**src/rtl/l1_refill_pkg.sv**
```systemverilog
// ---------------------------------------------------------------
// l1_refill_pkg : shared types and constants for the L1 refill controller
// Rev 1.0
// ---------------------------------------------------------------
`default_nettype none

package l1_refill_pkg;

  localparam int DEF_ADDR_WIDTH = 11;
  localparam int DEF_DATA_WIDTH = 32;
  localparam int DEF_TIMEOUT    = 255;
  localparam int CNT_WIDTH      = 16;
  localparam int TIMER_WIDTH    = 8;

  typedef enum logic [2:0] {
    IDLE    = 3'd0,
    LOOKUP  = 3'd1,
    CHECK   = 3'd2,
    L2_WAIT = 3'd3,
    FILL    = 3'd4,
    RESP    = 3'd5
  } state_t;

  function automatic logic [CNT_WIDTH-1:0] sat_inc(input logic [CNT_WIDTH-1:0] v);
    return (&v) ? v : v + 1'b1;
  endfunction

endpackage

`default_nettype wire

```
**src/rtl/l1_refill_if.sv**
```systemverilog
// ---------------------------------------------------------------
// l1_refill_if : CPU, L1 and L2 signal bundle of the refill controller
// Rev 1.0
// ---------------------------------------------------------------
`default_nettype none

interface l1_refill_if
  import l1_refill_pkg::*;
#(
  parameter int ADDR_WIDTH = DEF_ADDR_WIDTH,
  parameter int DATA_WIDTH = DEF_DATA_WIDTH
);

  logic                  cpu_req;
  logic [ADDR_WIDTH-1:0] cpu_addr;
  logic                  cpu_ready;
  logic                  cpu_done;
  logic [DATA_WIDTH-1:0] cpu_rdata;
  logic                  cpu_hit;
  logic                  cpu_err;
  logic                  l1_read;
  logic                  l1_write_enable;
  logic [ADDR_WIDTH-1:0] l1_addr;
  logic [DATA_WIDTH-1:0] l1_write_data;
  logic [DATA_WIDTH-1:0] l1_read_data;
  logic                  l1_hit;
  logic                  l2_req;
  logic [ADDR_WIDTH-1:0] l2_addr;
  logic                  l2_ack;
  logic [DATA_WIDTH-1:0] l2_rdata;
  logic [CNT_WIDTH-1:0]  hit_count;
  logic [CNT_WIDTH-1:0]  miss_count;

  // master = controller side
  modport master (
    input  cpu_req, cpu_addr, l1_read_data, l1_hit, l2_ack, l2_rdata,
    output cpu_ready, cpu_done, cpu_rdata, cpu_hit, cpu_err,
           l1_read, l1_write_enable, l1_addr, l1_write_data,
           l2_req, l2_addr, hit_count, miss_count
  );

  modport slave (
    output cpu_req, cpu_addr, l1_read_data, l1_hit, l2_ack, l2_rdata,
    input  cpu_ready, cpu_done, cpu_rdata, cpu_hit, cpu_err,
           l1_read, l1_write_enable, l1_addr, l1_write_data,
           l2_req, l2_addr, hit_count, miss_count
  );

endinterface

`default_nettype wire

```
**src/rtl/l1_refill_ctrl_timer.sv**
```systemverilog
// ---------------------------------------------------------------
// l1_refill_timer : 8-bit L2 wait-cycle counter with clear/enable/expired
// Rev 1.0
// ---------------------------------------------------------------
`default_nettype none

module l1_refill_timer
  import l1_refill_pkg::*;
#(
  parameter int LIMIT = DEF_TIMEOUT
) (
  input  logic clk,
  input  logic rst,
  input  logic clear_i,
  input  logic enable_i,
  output logic expired_o
);

  localparam logic [TIMER_WIDTH-1:0] LAST = TIMER_WIDTH'(LIMIT - 1);

  logic [TIMER_WIDTH-1:0] count_q, count_d;

  // count_q holds the number of completed wait cycles, so the LIMIT-th cycle sees LIMIT-1
  assign expired_o = enable_i && (count_q == LAST);

  always_comb begin
    count_d = count_q;
    if (clear_i) begin
      count_d = '0;
    end else if (enable_i && !expired_o) begin
      count_d = count_q + 1'b1;
    end
  end

  always_ff @(posedge clk) begin
    if (rst) begin
      count_q <= '0;
    end else begin
      count_q <= count_d;
    end
  end

endmodule

`default_nettype wire

```
**src/rtl/l1_refill_ctrl.sv**
```systemverilog
// ---------------------------------------------------------------
// l1_refill_ctrl : L1 lookup / L2 refill controller with hit/miss statistics
// Rev 1.0
// ---------------------------------------------------------------
`default_nettype none

module l1_refill_ctrl
  import l1_refill_pkg::*;
#(
  parameter int ADDR_WIDTH = DEF_ADDR_WIDTH,
  parameter int DATA_WIDTH = DEF_DATA_WIDTH,
  parameter int TIMEOUT    = DEF_TIMEOUT
) (
  input logic         clk,
  input logic         rst,
  l1_refill_if.master bus
);

  state_t                state_q, state_d;
  logic [ADDR_WIDTH-1:0] addr_q, addr_d;
  logic [DATA_WIDTH-1:0] data_q, data_d;
  logic                  hit_q, hit_d;
  logic                  err_q, err_d;
  logic [CNT_WIDTH-1:0]  hit_cnt_q, hit_cnt_d;
  logic [CNT_WIDTH-1:0]  miss_cnt_q, miss_cnt_d;

  logic ready, done, l1_rd, l1_we, l2_req;
  logic tmr_en, tmr_clr, tmr_expired;

  assign tmr_clr = (state_q != L2_WAIT);

  l1_refill_timer #(
    .LIMIT(TIMEOUT)
  ) u_timer (
    .clk      (clk),
    .rst      (rst),
    .clear_i  (tmr_clr),
    .enable_i (tmr_en),
    .expired_o(tmr_expired)
  );

  always_comb begin
    state_d    = state_q;
    addr_d     = addr_q;
    data_d     = data_q;
    hit_d      = hit_q;
    err_d      = err_q;
    hit_cnt_d  = hit_cnt_q;
    miss_cnt_d = miss_cnt_q;
    ready      = 1'b0;
    done       = 1'b0;
    l1_rd      = 1'b0;
    l1_we      = 1'b0;
    l2_req     = 1'b0;
    tmr_en     = 1'b0;
    unique case (state_q)
      IDLE: begin
        ready = 1'b1;
        if (bus.cpu_req) begin
          addr_d  = bus.cpu_addr;
          data_d  = '0;
          hit_d   = 1'b0;
          err_d   = 1'b0;
          state_d = LOOKUP;
        end
      end
      LOOKUP: begin
        l1_rd   = 1'b1;
        state_d = CHECK;
      end
      CHECK: begin
        if (bus.l1_hit) begin
          data_d    = bus.l1_read_data;
          hit_d     = 1'b1;
          hit_cnt_d = sat_inc(hit_cnt_q);
          state_d   = RESP;
        end else begin
          miss_cnt_d = sat_inc(miss_cnt_q);
          state_d    = L2_WAIT;
        end
      end
      L2_WAIT: begin
        l2_req = 1'b1;
        tmr_en = 1'b1;
        // an ack on the final allowed cycle still wins over the timeout
        if (bus.l2_ack) begin
          data_d  = bus.l2_rdata;
          state_d = FILL;
        end else if (tmr_expired) begin
          err_d   = 1'b1;
          data_d  = '0;
          state_d = RESP;
        end
      end
      FILL: begin
        l1_we   = 1'b1;
        state_d = RESP;
      end
      RESP: begin
        done    = 1'b1;
        state_d = IDLE;
      end
      default: state_d = IDLE;
    endcase
  end

  always_ff @(posedge clk) begin
    if (rst) begin
      state_q    <= IDLE;
      addr_q     <= '0;
      data_q     <= '0;
      hit_q      <= 1'b0;
      err_q      <= 1'b0;
      hit_cnt_q  <= '0;
      miss_cnt_q <= '0;
    end else begin
      state_q    <= state_d;
      addr_q     <= addr_d;
      data_q     <= data_d;
      hit_q      <= hit_d;
      err_q      <= err_d;
      hit_cnt_q  <= hit_cnt_d;
      miss_cnt_q <= miss_cnt_d;
    end
  end

  assign bus.cpu_ready       = ready;
  assign bus.cpu_done        = done;
  assign bus.cpu_rdata       = data_q;
  assign bus.cpu_hit         = hit_q;
  assign bus.cpu_err         = err_q;
  assign bus.l1_read         = l1_rd;
  assign bus.l1_write_enable = l1_we;
  assign bus.l1_addr         = addr_q;
  assign bus.l1_write_data   = data_q;
  assign bus.l2_req          = l2_req;
  assign bus.l2_addr         = addr_q;
  assign bus.hit_count       = hit_cnt_q;
  assign bus.miss_count      = miss_cnt_q;

endmodule

`default_nettype wire
```
**src/flat_wrapper.sv**
```systemverilog
// flat-port wrapper written by rule: the top's interface ports become plain ports
module l1_refill_ctrl_flat import l1_refill_pkg::*;
#(
  parameter int ADDR_WIDTH = DEF_ADDR_WIDTH,
  parameter int DATA_WIDTH = DEF_DATA_WIDTH,
  parameter int TIMEOUT    = DEF_TIMEOUT
)
  (clk, rst, bus_cpu_req, bus_cpu_addr, bus_l1_read_data, bus_l1_hit, bus_l2_ack, bus_l2_rdata, bus_cpu_ready, bus_cpu_done, bus_cpu_rdata, bus_cpu_hit, bus_cpu_err, bus_l1_read, bus_l1_write_enable, bus_l1_addr, bus_l1_write_data, bus_l2_req, bus_l2_addr, bus_hit_count, bus_miss_count);
  l1_refill_if #(.ADDR_WIDTH(ADDR_WIDTH), .DATA_WIDTH(DATA_WIDTH)) bus_i ();
  input logic clk;
  input logic rst;
  input wire logic [$bits(bus_i.cpu_req)-1:0] bus_cpu_req;
  input wire logic [$bits(bus_i.cpu_addr)-1:0] bus_cpu_addr;
  input wire logic [$bits(bus_i.l1_read_data)-1:0] bus_l1_read_data;
  input wire logic [$bits(bus_i.l1_hit)-1:0] bus_l1_hit;
  input wire logic [$bits(bus_i.l2_ack)-1:0] bus_l2_ack;
  input wire logic [$bits(bus_i.l2_rdata)-1:0] bus_l2_rdata;
  output wire logic [$bits(bus_i.cpu_ready)-1:0] bus_cpu_ready;
  output wire logic [$bits(bus_i.cpu_done)-1:0] bus_cpu_done;
  output wire logic [$bits(bus_i.cpu_rdata)-1:0] bus_cpu_rdata;
  output wire logic [$bits(bus_i.cpu_hit)-1:0] bus_cpu_hit;
  output wire logic [$bits(bus_i.cpu_err)-1:0] bus_cpu_err;
  output wire logic [$bits(bus_i.l1_read)-1:0] bus_l1_read;
  output wire logic [$bits(bus_i.l1_write_enable)-1:0] bus_l1_write_enable;
  output wire logic [$bits(bus_i.l1_addr)-1:0] bus_l1_addr;
  output wire logic [$bits(bus_i.l1_write_data)-1:0] bus_l1_write_data;
  output wire logic [$bits(bus_i.l2_req)-1:0] bus_l2_req;
  output wire logic [$bits(bus_i.l2_addr)-1:0] bus_l2_addr;
  output wire logic [$bits(bus_i.hit_count)-1:0] bus_hit_count;
  output wire logic [$bits(bus_i.miss_count)-1:0] bus_miss_count;
  assign bus_i.cpu_req = bus_cpu_req;
  assign bus_i.cpu_addr = bus_cpu_addr;
  assign bus_i.l1_read_data = bus_l1_read_data;
  assign bus_i.l1_hit = bus_l1_hit;
  assign bus_i.l2_ack = bus_l2_ack;
  assign bus_i.l2_rdata = bus_l2_rdata;
  assign bus_cpu_ready = bus_i.cpu_ready;
  assign bus_cpu_done = bus_i.cpu_done;
  assign bus_cpu_rdata = bus_i.cpu_rdata;
  assign bus_cpu_hit = bus_i.cpu_hit;
  assign bus_cpu_err = bus_i.cpu_err;
  assign bus_l1_read = bus_i.l1_read;
  assign bus_l1_write_enable = bus_i.l1_write_enable;
  assign bus_l1_addr = bus_i.l1_addr;
  assign bus_l1_write_data = bus_i.l1_write_data;
  assign bus_l2_req = bus_i.l2_req;
  assign bus_l2_addr = bus_i.l2_addr;
  assign bus_hit_count = bus_i.hit_count;
  assign bus_miss_count = bus_i.miss_count;
  l1_refill_ctrl #(.ADDR_WIDTH(ADDR_WIDTH), .DATA_WIDTH(DATA_WIDTH), .TIMEOUT(TIMEOUT)) u_core (.clk(clk), .rst(rst), .bus(bus_i));
endmodule
```
**config.mk**
```make
export PLATFORM = sky130hd
export DESIGN_NAME = l1_refill_ctrl_flat
export DESIGN_NICKNAME = d
export VERILOG_FILES = /design/src/rtl/l1_refill_pkg.sv /design/src/rtl/l1_refill_if.sv /design/src/rtl/l1_refill_ctrl_timer.sv /design/src/rtl/l1_refill_ctrl.sv /design/src/flat_wrapper.sv
export SDC_FILE = /design/constraint.sdc
export NUM_CORES = 1
export LEC_CHECK = 0
export CAP_MARGIN = 20
export CORE_MARGIN = 2
export CORE_UTILIZATION = 41
export DETAILED_ROUTE_END_ITERATION = 6
export DONT_BUFFER_PORTS = 1
export PLACE_DENSITY = 0.66
export SLEW_MARGIN = 40
export SYNTH_ARGS = -nofsm -noshare
export SYNTH_HDL_FRONTEND = slang
export SYNTH_SLANG_ARGS = --single-unit
```
**constraint.sdc**
```tcl
create_clock -name clk -period 4.5 [get_ports clk]
set_input_delay 1.125 -clock clk [delete_from_list [all_inputs] [get_ports clk]]
set_output_delay 1.125 -clock clk [all_outputs]
set_load 0.03 [all_outputs]
```
======== Word-level counts from Yosys, hierarchy flattened ========
Cells that the tools add are included.
cells by class
  reduce and logical (&&, ||, !) cells .... 17
  $add $sub $neg .......................... 3
  muxes and demuxes ....................... 21
  bitwise gates (word level) .............. 3
  equal/unequal tests ..................... 12
operators with widths
  operator                                                count
  2-to-1 mux 32 bit                                       4
  one-hot mux 32 bit (3 select lines)                     1
  adder 16 x 1 -> 16 bit (second input constant)          2
  AND reduction 16 bit                                    2
  one-hot mux 3 bit (5 select lines)                      1
  2-to-1 mux 3 bit                                        4
  2-to-1 mux 1 bit                                        9
  AND reduction 3 bit                                     3
  adder 8 x 1 -> 8 bit (second input constant)            1
  equality test 8 bit (second input constant)             1
  inequality test 2 bit (second input constant)           4
  AND reduction 4 bit                                     2
  equality test 3 x 2 -> 1 bit (second input constant)    2
  equality test 3 bit (second input constant)             2
  one-hot mux 1 bit (2 select lines)                      2
  AND reduction 2 bit                                     2
  nonzero test 2 bit                                      2
  equality test 3 x 1 -> 1 bit (second input constant)    1
  logical NOT 3 bit                                       1
  inequality test 3 x 2 -> 1 bit (second input constant)  1
  inequality test 3 bit (second input constant)           1
  NOT 1 bit                                               3
  nonzero test 3 bit                                      1
  logical AND 1 bit                                       2
  other kinds (2)                                         2
storage, ports and cells
  output and inout port bits .............. 125
  input bits .............................. 80
  word-level logic and storage cells ...... 64
  bits in registers ....................... 88

======== Longest topological paths before layout ========
Gate-level depths: netlist of the first run.
  depth after elaboration ................. 6
  mapped depth ............................ 8
  mapped depth without buffers ............ 6

======== By module ========
From an unflattened synthesis of the first run, not the netlist that was laid out.
unflattened totals
  cells, all modules ...................... 525
  area, all modules ....................... 4475.5 um^2
modules (own cells, without submodules)
  module           area each (um^2)  cells each  instances  sequential area each (um^2)
  l1_refill_ctrl   4020.1            474         1          1601.5
  l1_refill_timer  455.4             51          1          160.2

======== Worst setup path before layout of the first run ========
OpenSTA, ideal clock, no wires.
  path kind ............................... reg2out
  from .................................... register u_core.state_q[2]
  to ...................................... output port bus_l1_write_enable
  arrival ................................. 1.547 ns
  setup slack ............................. 1.828 ns
  stages on the path, launching flop included .. 3
  buffers on the path ..................... 1
  path through ............................ dfxtp_1 clkbuf_1 nor3b_1
on the way
  cells in the longest elaborated chain, start to end .. 2
ends and longest elaborated chain
  element                 RTL line               source
  start, declared         l1_refill_ctrl.sv:19   state_t state_q, state_d;
  start signal, assigned  l1_refill_ctrl.sv:117  state_q <= state_d;
  equality test 3 bit     l1_refill_ctrl.sv:56   unique case (state_q)
  2-to-1 mux 1 bit        l1_refill_ctrl.sv:56
  end, declared           flat_wrapper.sv:24     output wire logic [$bits(bus_i.l1_write_enable)-1:0] bus_l1_write_enable;
Every way passes these cells.

======== Final worst setup path of the first run ========
  from .................................... register u_core.state_q[0]
  to ...................................... output port bus_l1_read
on the way
  cells in the longest elaborated chain, start to end .. 2
ends and longest elaborated chain
  element                       RTL line              source
  equality test 3 x 1 -> 1 bit  l1_refill_ctrl.sv:56
  2-to-1 mux 1 bit              l1_refill_ctrl.sv:56
  end, declared                 flat_wrapper.sv:23    output wire logic [$bits(bus_i.l1_read)-1:0] bus_l1_read;
Every way passes these cells.

==> flow_metrics.env, run 1 <==
export IMPL_slowest_stage="dfxtp_1"
export IMPL_post_cts_buffers=0
export IMPL_worst_slew_pin_slew_ps=674
export IMPL_port_buffers=0
export IMPL_worstSetupPathType="reg2out"
export IMPL_power_w=0.00164
export IMPL_clkLatencyLatePin_ps=360
export IMPL_routed_wl_um=10700
export IMPL_netlist_area_um2=4450
export IMPL_crit_fanout=16
export IMPL_seqCellArea_um2=1760
export IMPL_maxSlewViolCount=0
export IMPL_switching_share=0.346
export IMPL_dr_total_vias=3684
export IMPL_syn_inst=513
export IMPL_worst_ep_arrival_time_ps=1650
export IMPL_postCtsResizedCells=0
export IMPL_min_path_type="reg2reg"
export IMPL_dieArea_um2=11700
export IMPL_fmax_mhz=360
export IMPL_synth_nets=597
export IMPL_hold_ws_ps=515
export IMPL_row_count=38
export IMPL_ys_async_sr_fraction=0
export IMPL_cap_violations=0
export IMPL_die_y_um=108
export IMPL_drt_iter0_drc=310
export IMPL_cts_num_sinks=88
export IMPL_area_growth_pct=-1.86
export IMPL_drc_errors=0
export IMPL_crit_required_ps=3380
export IMPL_drive_above_1_share=0.0793
export IMPL_synth_edf_count=0
export IMPL_synthFlopType="dfxtp_1"
export IMPL_cts_tree="yes"
export IMPL_diodes=0
export IMPL_critPathCaptureType="primary output"
export IMPL_critical_path_max_stage_delay_ps=690
export IMPL_wl_per_cell_um=18.0
export IMPL_min_period_ps=2780
export IMPL_cts_clk_slew_worst_paths_ps=80
export IMPL_setup_worst_path_start_class="flop"
export IMPL_layout_nets=533
export IMPL_antenna_left=0
export IMPL_final_cell_mix="dfxtp_1, a21oi_1, nand2_1"
export IMPL_rsz0062_at_grt="no"
export IMPL_grt_max_degree=84
export IMPL_dr_pass1_iters=5
export IMPL_grt_pass1_wl_um=16700
export IMPL_gr_total_overflow=0
export IMPL_intPower_w=0.00107
export IMPL_outcome="finished, final reports clean"
export IMPL_drt_vias_per_instance=6.20
export IMPL_final_common_cell="dfxtp_1"
export IMPL_cts_buffers=9
export IMPL_synth_cell_types=50
export IMPL_clockBufferDepth=2
export IMPL_pwr_share_comb=0.081
export IMPL_multi_input_area_um2=2200
export IMPL_core_area_um2=10700
export IMPL_htreeDepth=3
export IMPL_p_seq_frac=0.624
export IMPL_clkPwrFrac=0.295
export IMPL_root_buffer="clkbuf_8"
export IMPL_avgSynthCellArea_um2=8.67
export IMPL_max_slew_margin_rel=0.550
export IMPL_critical_path_top_delay_family="flip-flops"
export IMPL_yosys_warnings=0
export IMPL_yosysSeqAreaShare=0.396
export IMPL_grt_pass1_vias=3256
export IMPL_p_leak_nw=1.30
export IMPL_grt_util_all_layers=0.179
export IMPL_ioPinCount=205
export IMPL_cp_num_buf_inv=0
export IMPL_antenna_found_initial=0
export IMPL_initial_utilization=0.416
export IMPL_setup_viol=0
export IMPL_dieWidth_um=108
export IMPL_cts_hold_buf=0
export IMPL_finClkSkew_ps=9.59
export IMPL_routabilityCongestion=0.814
export IMPL_crit_path_cell_trace="nor3b_2"
export IMPL_ys_ff_latch=88
export IMPL_dp_hpwl_um=7400
export IMPL_fillCellCount=1086
export IMPL_finalCritPeriodShare=0.617
export IMPL_power_switching_w=0.000569
export IMPL_final_hold_violation_count=0
export IMPL_vdd_drop_max_mv=0.155
export IMPL_setup_tns_ps=0
export IMPL_power_density_nw_per_um2=377
power by group through the flow:
| stage | sequential, W | clock, W | combinational (W) |
|---|---|---|---|
| finish | 0.00103 | 0.000485 | 0.000134 |
| global route | 0.00103 | 0.000538 | 0.000152 |
| CTS | 0.00103 | 0.000501 | 0.000135 |
| detailed placement | 0.00104 | 0 | 0.000136 |
| global placement | 0.00104 | 0 | 0.000129 |
| floorplan | 0.000946 | 0 | 0.000262 |
cell type report:
class                           count  area share
Clock inverter                      5     0.00774
Clock buffer                       11      0.0301
Timing Repair Buffer                6      0.0103
Inverter                            5     0.00430
Sequential cell                    88       0.404
Multi-Input combinational cell    339       0.504
Tap cell                          140      0.0401
logic make-up (layout without fill, tap and decap cells):
| kind of cell | after synthesis | after routing | synth area share |
|---|---|---|---|
| multiplexers | 3 | 3 | 0.00731 |
| flip-flops | 88 | 88 | 0.396 |
| adder cells (fa/ha/maj) | 4 | 4 | 0.0113 |
| AND/OR/NAND/NOR | 147 | 147 | 0.201 |
| XOR/XNOR | 7 | 7 | 0.0138 |
| buffers and inverters | 86 | 27 | 0.117 |
| AO/OA/AOI/OAI | 178 | 178 | 0.254 |
cell usage after synthesis, types with 3 or more instances:
| master | instances | area, um^2 |
|---|---|---|
| nor3_1 | 6 | 30.0 |
| nor2_1 | 16 | 60.1 |
| buf_4 | 43 | 323 |
| xor2_1 | 4 | 35.0 |
| nand3_1 | 14 | 70.1 |
| buf_2 | 16 | 80.1 |
| a22oi_1 | 33 | 248 |
| and4_1 | 5 | 43.8 |
| nor3b_1 | 3 | 22.5 |
| a21oi_1 | 74 | 370 |
| dfxtp_1 | 88 | 1760 |
| clkbuf_1 | 20 | 75.1 |
| or4_1 | 17 | 128 |
| and2_1 | 3 | 18.8 |
| o21ai_0 | 14 | 70.1 |
| xnor2_1 | 3 | 26.3 |
| nand4_1 | 13 | 81.3 |
| inv_1 | 5 | 18.8 |
| a211oi_1 | 32 | 240 |
| ha_1 | 4 | 50.1 |
| o31ai_1 | 16 | 120 |
| and3_1 | 4 | 25.0 |
| nand2_1 | 34 | 128 |
| nor4_1 | 3 | 18.8 |
| or3_1 | 10 | 62.6 |
per-layer routing:
metal  track usage  part of all wire  up-vias
li1              -                 -     1757
met1         0.233              0.44     1748
met5             0                 0        -
met2         0.279              0.46      168
met4        0.0540             0.012        0
met3        0.0633             0.092       11
state kept, by name, indices dropped and copies added (netlist names):
signal                  flops
u_core.bus.l1_addr         11
u_core.bus.miss_count      16
u_core.bus.cpu_rdata       32
u_core.bus.cpu_err          1
u_core.state_q              3
u_core.u_timer.count_q      8
u_core.bus.hit_count       16
u_core.bus.cpu_hit          1
worst reg2reg max path: stages (launching register included):
cell	delay [ps]
dfxtp_1	740
and4bb_2	320
o21ai_2	50
buf_4	350
and2_2	660
a211oi_1	170
worst paths after layout:
path | from | endpoint | slack, ps | cells after the start
worst max-delay path | u_core.state_q[0]$_SDFFE_PP0P_ | bus_l1_read | 1720 | 1
worst min-delay path | u_core.u_timer.count_q[1]$_SDFFE_PP0P_ | u_core.u_timer.count_q[1]$_SDFFE_PP0P_ | 520 | 2
worst max register to register | u_core.state_q[2]$_SDFFE_PP0P_ | u_core.bus.cpu_rdata[10]$_SDFFE_PP0P_ | 2060 | 5
worst min register to register | u_core.u_timer.count_q[1]$_SDFFE_PP0P_ | u_core.u_timer.count_q[1]$_SDFFE_PP0P_ | 520 | 2
through the flow:
| step | utilization | cells | instance area (um^2) | worst slack (ps) |
|---|---|---|---|---|
| after global placement | 0.390 | 578 | 4180 | 1480 |
| after detailed placement | 0.393 | 578 | 4200 | 1780 |
| after global routing | 0.408 | 594 | 4370 | 1560 |
| after CTS | 0.408 | 594 | 4370 | 1710 |
| final | 0.408 | 594 | 4370 | 1720 |
| after floorplan | - | 513 | 4450 | 1830 |
Power figures use the tool's default switching activity.
==> run 2: changes to the inputs <==
==> constraint.sdc (replaced) <==
create_clock -name clk -period 2.75 [get_ports clk]
set_input_delay 0.6875 -clock clk [delete_from_list [all_inputs] [get_ports clk]]
set_output_delay 0.6875 -clock clk [all_outputs]
set_load 0.03 [all_outputs]
==> flow_metrics.env, run 2 (synthesis gave the netlist of run 1 again) <==
export IMPL_dp_hpwl_um=7500
export IMPL_setup_worst_path_start_class="flop"
export IMPL_clkLatencyLatePin_ps=360
export IMPL_gr_total_overflow=0
export IMPL_routed_wl_um=10900
export IMPL_grt_pass1_vias=3399
export IMPL_cts_tree="yes"
export IMPL_drt_vias_per_instance=6.09
export IMPL_cts_buffers=9
export IMPL_routabilityCongestion=0.862
export IMPL_worst_slew_pin_slew_ps=699
export IMPL_grt_max_degree=84
export IMPL_vdd_drop_max_mv=0.259
export IMPL_htreeDepth=3
export IMPL_cap_violations=0
export IMPL_core_area_um2=10700
export IMPL_dr_pass1_iters=5
export IMPL_port_buffers=0
export IMPL_grt_util_met2=0.295
export IMPL_use_met3=0.0681
export IMPL_outcome="finished, final reports clean"
export IMPL_die_y_um=108
export IMPL_p_leak_nw=1.34
export IMPL_setup_viol=0
export IMPL_drt_iter0_drc=304
export IMPL_clockBufferDepth=2
export IMPL_setup_tns_ps=0
export IMPL_diodes=0
export IMPL_preCtsSetupSlack_ps=541
export IMPL_worst_ep_arrival_time_ps=1530
export IMPL_met1_usage=0.228
export IMPL_rsz0062_at_grt="no"
export IMPL_crit_fanout=16
export IMPL_root_buffer="clkbuf_8"
export IMPL_drc_errors=0
export IMPL_final_common_cell="dfxtp_1"
export IMPL_grt_pass1_wl_um=17000
export IMPL_postCtsResizedCells=0
export IMPL_initial_utilization=0.416
export IMPL_largest_reg_flops=32
export IMPL_min_path_type="in2reg"
export IMPL_dieWidth_um=108
export IMPL_slowest_stage="dfxtp_1"
export IMPL_critical_path_top_delay_family="flip-flops"
export IMPL_critical_path_max_stage_delay_ps=710
export IMPL_area_growth_pct=0.450
export IMPL_ioPinCount=205
export IMPL_finalCritPeriodShare=0.806
export IMPL_finClkSkew_ps=13.7
export IMPL_grt_busiest_layer="met2"
export IMPL_maxSlewViolCount=0
export IMPL_fmax_mhz=451
export IMPL_worstSetupPathType="reg2out"
export IMPL_wl_per_cell_um=18.0
export IMPL_cts_hold_buf=0
export IMPL_dr_total_vias=3682
export IMPL_cp_num_buf_inv=0
export IMPL_crit_required_ps=2060
export IMPL_max_slew_margin_rel=0.534
export IMPL_row_count=38
export IMPL_antenna_found_initial=0
export IMPL_drive_above_1_share=0.0925
export IMPL_setup_slack_ps=534
export IMPL_fillCellCount=1046
export IMPL_cts_clk_slew_worst_paths_ps=80
export IMPL_final_hold_violation_count=0
export IMPL_antenna_left=0
export IMPL_critPathCaptureType="primary output"
export IMPL_dieArea_um2=11700
export IMPL_final_cell_mix="dfxtp_1, a21oi_1, nand2_1"
export IMPL_crit_path_cell_trace="and3b_1"
export IMPL_power_density_nw_per_um2=643
export IMPL_grt_util_all_layers=0.182
export IMPL_post_cts_buffers=0
export IMPL_layout_nets=545
export IMPL_min_period_ps=2220
export IMPL_cts_num_sinks=88
run 2: cell count changes in the layout (fill, tap and decap cells not counted), sizes merged:
cell,delta
clkinv,-3
clkbuf,+1
buf,+12
bufinv,+2
clkinvlp,-1
run 2: path summary, 6_finish.rpt:
kind              cells after the start  slack [ps]                                endpoint                                    from
setup / recovery                      1         530                            bus_cpu_done          u_core.state_q[2]$_SDFFE_PP0P_
hold / removal                        1         400   u_core.bus.cpu_rdata[26]$_SDFFE_PP0P_                                     rst
setup reg to reg                      7         550    u_core.bus.cpu_rdata[9]$_SDFFE_PP0P_  u_core.u_timer.count_q[0]$_SDFFE_PP0P_
hold reg to reg                       2         520  u_core.u_timer.count_q[1]$_SDFFE_PP0P_  u_core.u_timer.count_q[1]$_SDFFE_PP0P_
run 2: stage by stage:
step,std cells,hold WS [ps],total power (W),area [um^2],util
detailed placement,590,512,0.00194,4270,0.399
global placement,590,492,0.00193,4270,0.399
CTS,605,380,0.00290,4470,0.418
floorplan,513,477,0.00198,4450,-
finish,605,402,0.00287,4470,0.418
global route,605,368,0.00300,4470,0.418
run 2: layer usage:
metal  vias up  routed length, um
li1       1781                  -
met1      1721               4800
met2       171               5000
met3         9                983
met4         0                 85
met5         -                  0
run 2: final cells by class:
class,instances,area (um^2),area share
clock inverters,3,67.6,0.0151
repair buffers,18,135,0.0302
flip-flops and latches,88,1760,0.394
multi-input cells,339,2170,0.487
inverters,5,18.8,0.00420
well taps,140,175,0.0392
clock buffers,12,135,0.0302
run 2: power breakdown:
part           total, W  internal (W)  switching, W
registers       0.00167       0.00134      0.000333
clock network  0.000963      0.000509      0.000454
logic          0.000234      0.000100      0.000134
total           0.00287       0.00195      0.000921
==> run 3: changes to the inputs <==
--- a/config.mk
+++ b/config.mk
@@ -10,7 +10,7 @@
 export CORE_UTILIZATION = 41
 export DETAILED_ROUTE_END_ITERATION = 6
 export DONT_BUFFER_PORTS = 1
-export PLACE_DENSITY = 0.66
+export PLACE_DENSITY = 0.68
 export SLEW_MARGIN = 40
 export SYNTH_ARGS = -nofsm -noshare
 export SYNTH_HDL_FRONTEND = slang
==> constraint.sdc (replaced) <==
create_clock -name clk -period 1.85 [get_ports clk]
set_input_delay 0.4625 -clock clk [delete_from_list [all_inputs] [get_ports clk]]
set_output_delay 0.4625 -clock clk [all_outputs]
set_load 0.03 [all_outputs]
==> flow_metrics.env, run 3 (synthesis gave the netlist of run 1 again) <==
export IMPL_crit_path_cell_trace="buf_4 > nor3_2 > buf_4"
export IMPL_worst_slew_pin_slew_ps=673
export IMPL_stdcell_area_um2=4980
export IMPL_max_slew_margin_rel=0.551
export IMPL_dp_cells=635
export IMPL_grt_max_degree=84
export IMPL_drc_errors=0
export IMPL_final_common_cell="a21oi_1"
export IMPL_finClkSkew_ps=16.8
export IMPL_setup_worst_path_start_class="flop"
export IMPL_cts_num_sinks=88
export IMPL_ioPinCount=205
export IMPL_met1_length_um=4960
export IMPL_cts_clk_slew_worst_paths_ps=90
export IMPL_cts_tree="yes"
export IMPL_worstSetupPathType="reg2out"
export IMPL_outcome="finished, final reports clean"
export IMPL_htreeDepth=3
export IMPL_cp_num_buf_inv=2
export IMPL_critPathCaptureType="primary output"
export IMPL_rsz0062_at_grt="yes"
export IMPL_drive_above_1_share=0.233
export IMPL_final_cell_mix="a21oi_1, dfxtp_1, buf_4"
export IMPL_port_buffers=0
export IMPL_dr_pass1_iters=5
export IMPL_diodes=0
export IMPL_highest_layer="met4"
export IMPL_final_hold_violation_count=0
export IMPL_gr_total_overflow=0
export IMPL_regToRegStartpoint="u_core.bus.miss_count[1]$_SDFFE_PP0P_"
export IMPL_clkLatencyLatePin_ps=360
export IMPL_setup_viol=0
export IMPL_multi_input_area_um2=2210
export IMPL_cap_violations=0
export IMPL_grt_pass1_wl_um=16700
export IMPL_cts_buffers=9
export IMPL_finalCritPeriodShare=0.972
export IMPL_root_buffer="clkbuf_8"
export IMPL_critical_path_max_stage_delay_ps=390
export IMPL_initial_utilization=0.416
export IMPL_crit_fanout=8
export IMPL_grt_util_all_layers=0.181
export IMPL_p_leak_nw=1.66
export IMPL_dieWidth_um=108
export IMPL_layout_nets=593
export IMPL_min_from="rst"
export IMPL_place_area_um2=4680
export IMPL_dr_total_vias=3877
export IMPL_fin_cells=654
export IMPL_clockBufferDepth=2
export IMPL_area_growth_pct=12.0
export IMPL_worst_ep_arrival_time_ps=1340
export IMPL_crit_required_ps=1390
export IMPL_min_period_ps=1800
export IMPL_min_path_type="in2reg"
export IMPL_cts_hold_buf=0
export IMPL_power_density_nw_per_um2=877
export IMPL_antenna_found_initial=0
export IMPL_routabilityCongestion=0.885
export IMPL_grt_pass1_vias=3387
export IMPL_row_count=38
export IMPL_route_met2_wl_um=5260
export IMPL_wl_met3_um=760
export IMPL_antenna_left=0
export IMPL_slowest_stage="dfxtp_4"
export IMPL_crit_top_cell="buf_4"
export IMPL_drt_iter0_drc=288
export IMPL_largest_reg_flops=32
export IMPL_drt_vias_per_instance=5.93
export IMPL_dp_hpwl_um=8070
export IMPL_seqCellArea_um2=1790
export IMPL_critical_path_top_delay_family="flip-flops"
export IMPL_setup_tns_ps=0
export IMPL_dieArea_um2=11700
export IMPL_routed_wl_um=11200
export IMPL_final_util=0.465
export IMPL_crit_start="u_core.state_q[2]$_SDFFE_PP0P_"
export IMPL_fillCellCount=1046
export IMPL_fmax_mhz=556
export IMPL_die_y_um=108
export IMPL_maxSlewViolCount=0
export IMPL_core_area_um2=10700
export IMPL_wl_per_cell_um=17.2
export IMPL_vdd_drop_max_mv=0.437
-- run 3: cell types whose count changed in the layout (fill, tap and decap cells not counted), sizes merged --
cell | before | now
inv | 5 | 6
clkinv | 0 | 3
buf | 18 | 66
clkbuf | 12 | 9
-- run 3: per-layer routing --
metal | up-vias | GRT usage
li1 | 1886 | -
met1 | 1824 | 0.229
met2 | 150 | 0.289
met3 | 17 | 0.0476
met4 | 0 | 0.0824
met5 | - | 0
-- run 3: stage by stage --
step | hold slack [ps] | setup slack (ps) | total power, W
floorplan | 477 | 1.41 | 0.00294
global placement | 488 | 39.7 | 0.00292
detailed placement | 496 | 25.3 | 0.00294
CTS | 144 | 4.06 | 0.00440
global route | 134 | -41.3 | 0.00456
finish | 165 | 52.2 | 0.00437
-- run 3: repair_timing --
action,4_1_cts,5_1_grt
pin swaps,0,0
hold endpoints to repair,0,0
setup buffers,0,3
endpoints found under the setup margin,8,14
gates resized for setup,8,5
-- run 3: report_power, final --
group | internal (W) | switching (W)
registers | 0.00199 | 0.000479
logic | 0.000197 | 0.000239
clock network | 0.000763 | 0.000698
total | 0.00295 | 0.00142
-- run 3: layout make-up --
| class | instances | area share |
|---|---|---|
| repair buffers | 66 | 0.113 |
| flip-flops and latches | 88 | 0.360 |
| inverters | 5 | 0.00377 |
| well taps | 140 | 0.0352 |
| multi-input cells | 339 | 0.444 |
| clock buffers | 9 | 0.0249 |
| clock inverters | 7 | 0.0191 |
-- run 3: final timing paths --
kind / to / slack (ps) / cells after the start
max: bus_cpu_ready / 50 / 3
min: u_core.bus.miss_count[13]$_SDFFE_PP0P_ / 160 / 1
max reg2reg: u_core.bus.miss_count[2]$_SDFFE_PP0P_ / 60 / 5
min reg2reg: u_core.bus.hit_count[0]$_SDFFE_PP0P_ / 500 / 2
-- run 3: worst reg2reg max path, stage by stage, from the launching register on --
cell and delay [ps]:
dfxtp_2 350, ha_1 210, nand3_2 140, or4_1 540
nand3_1 130, mux2_1 320
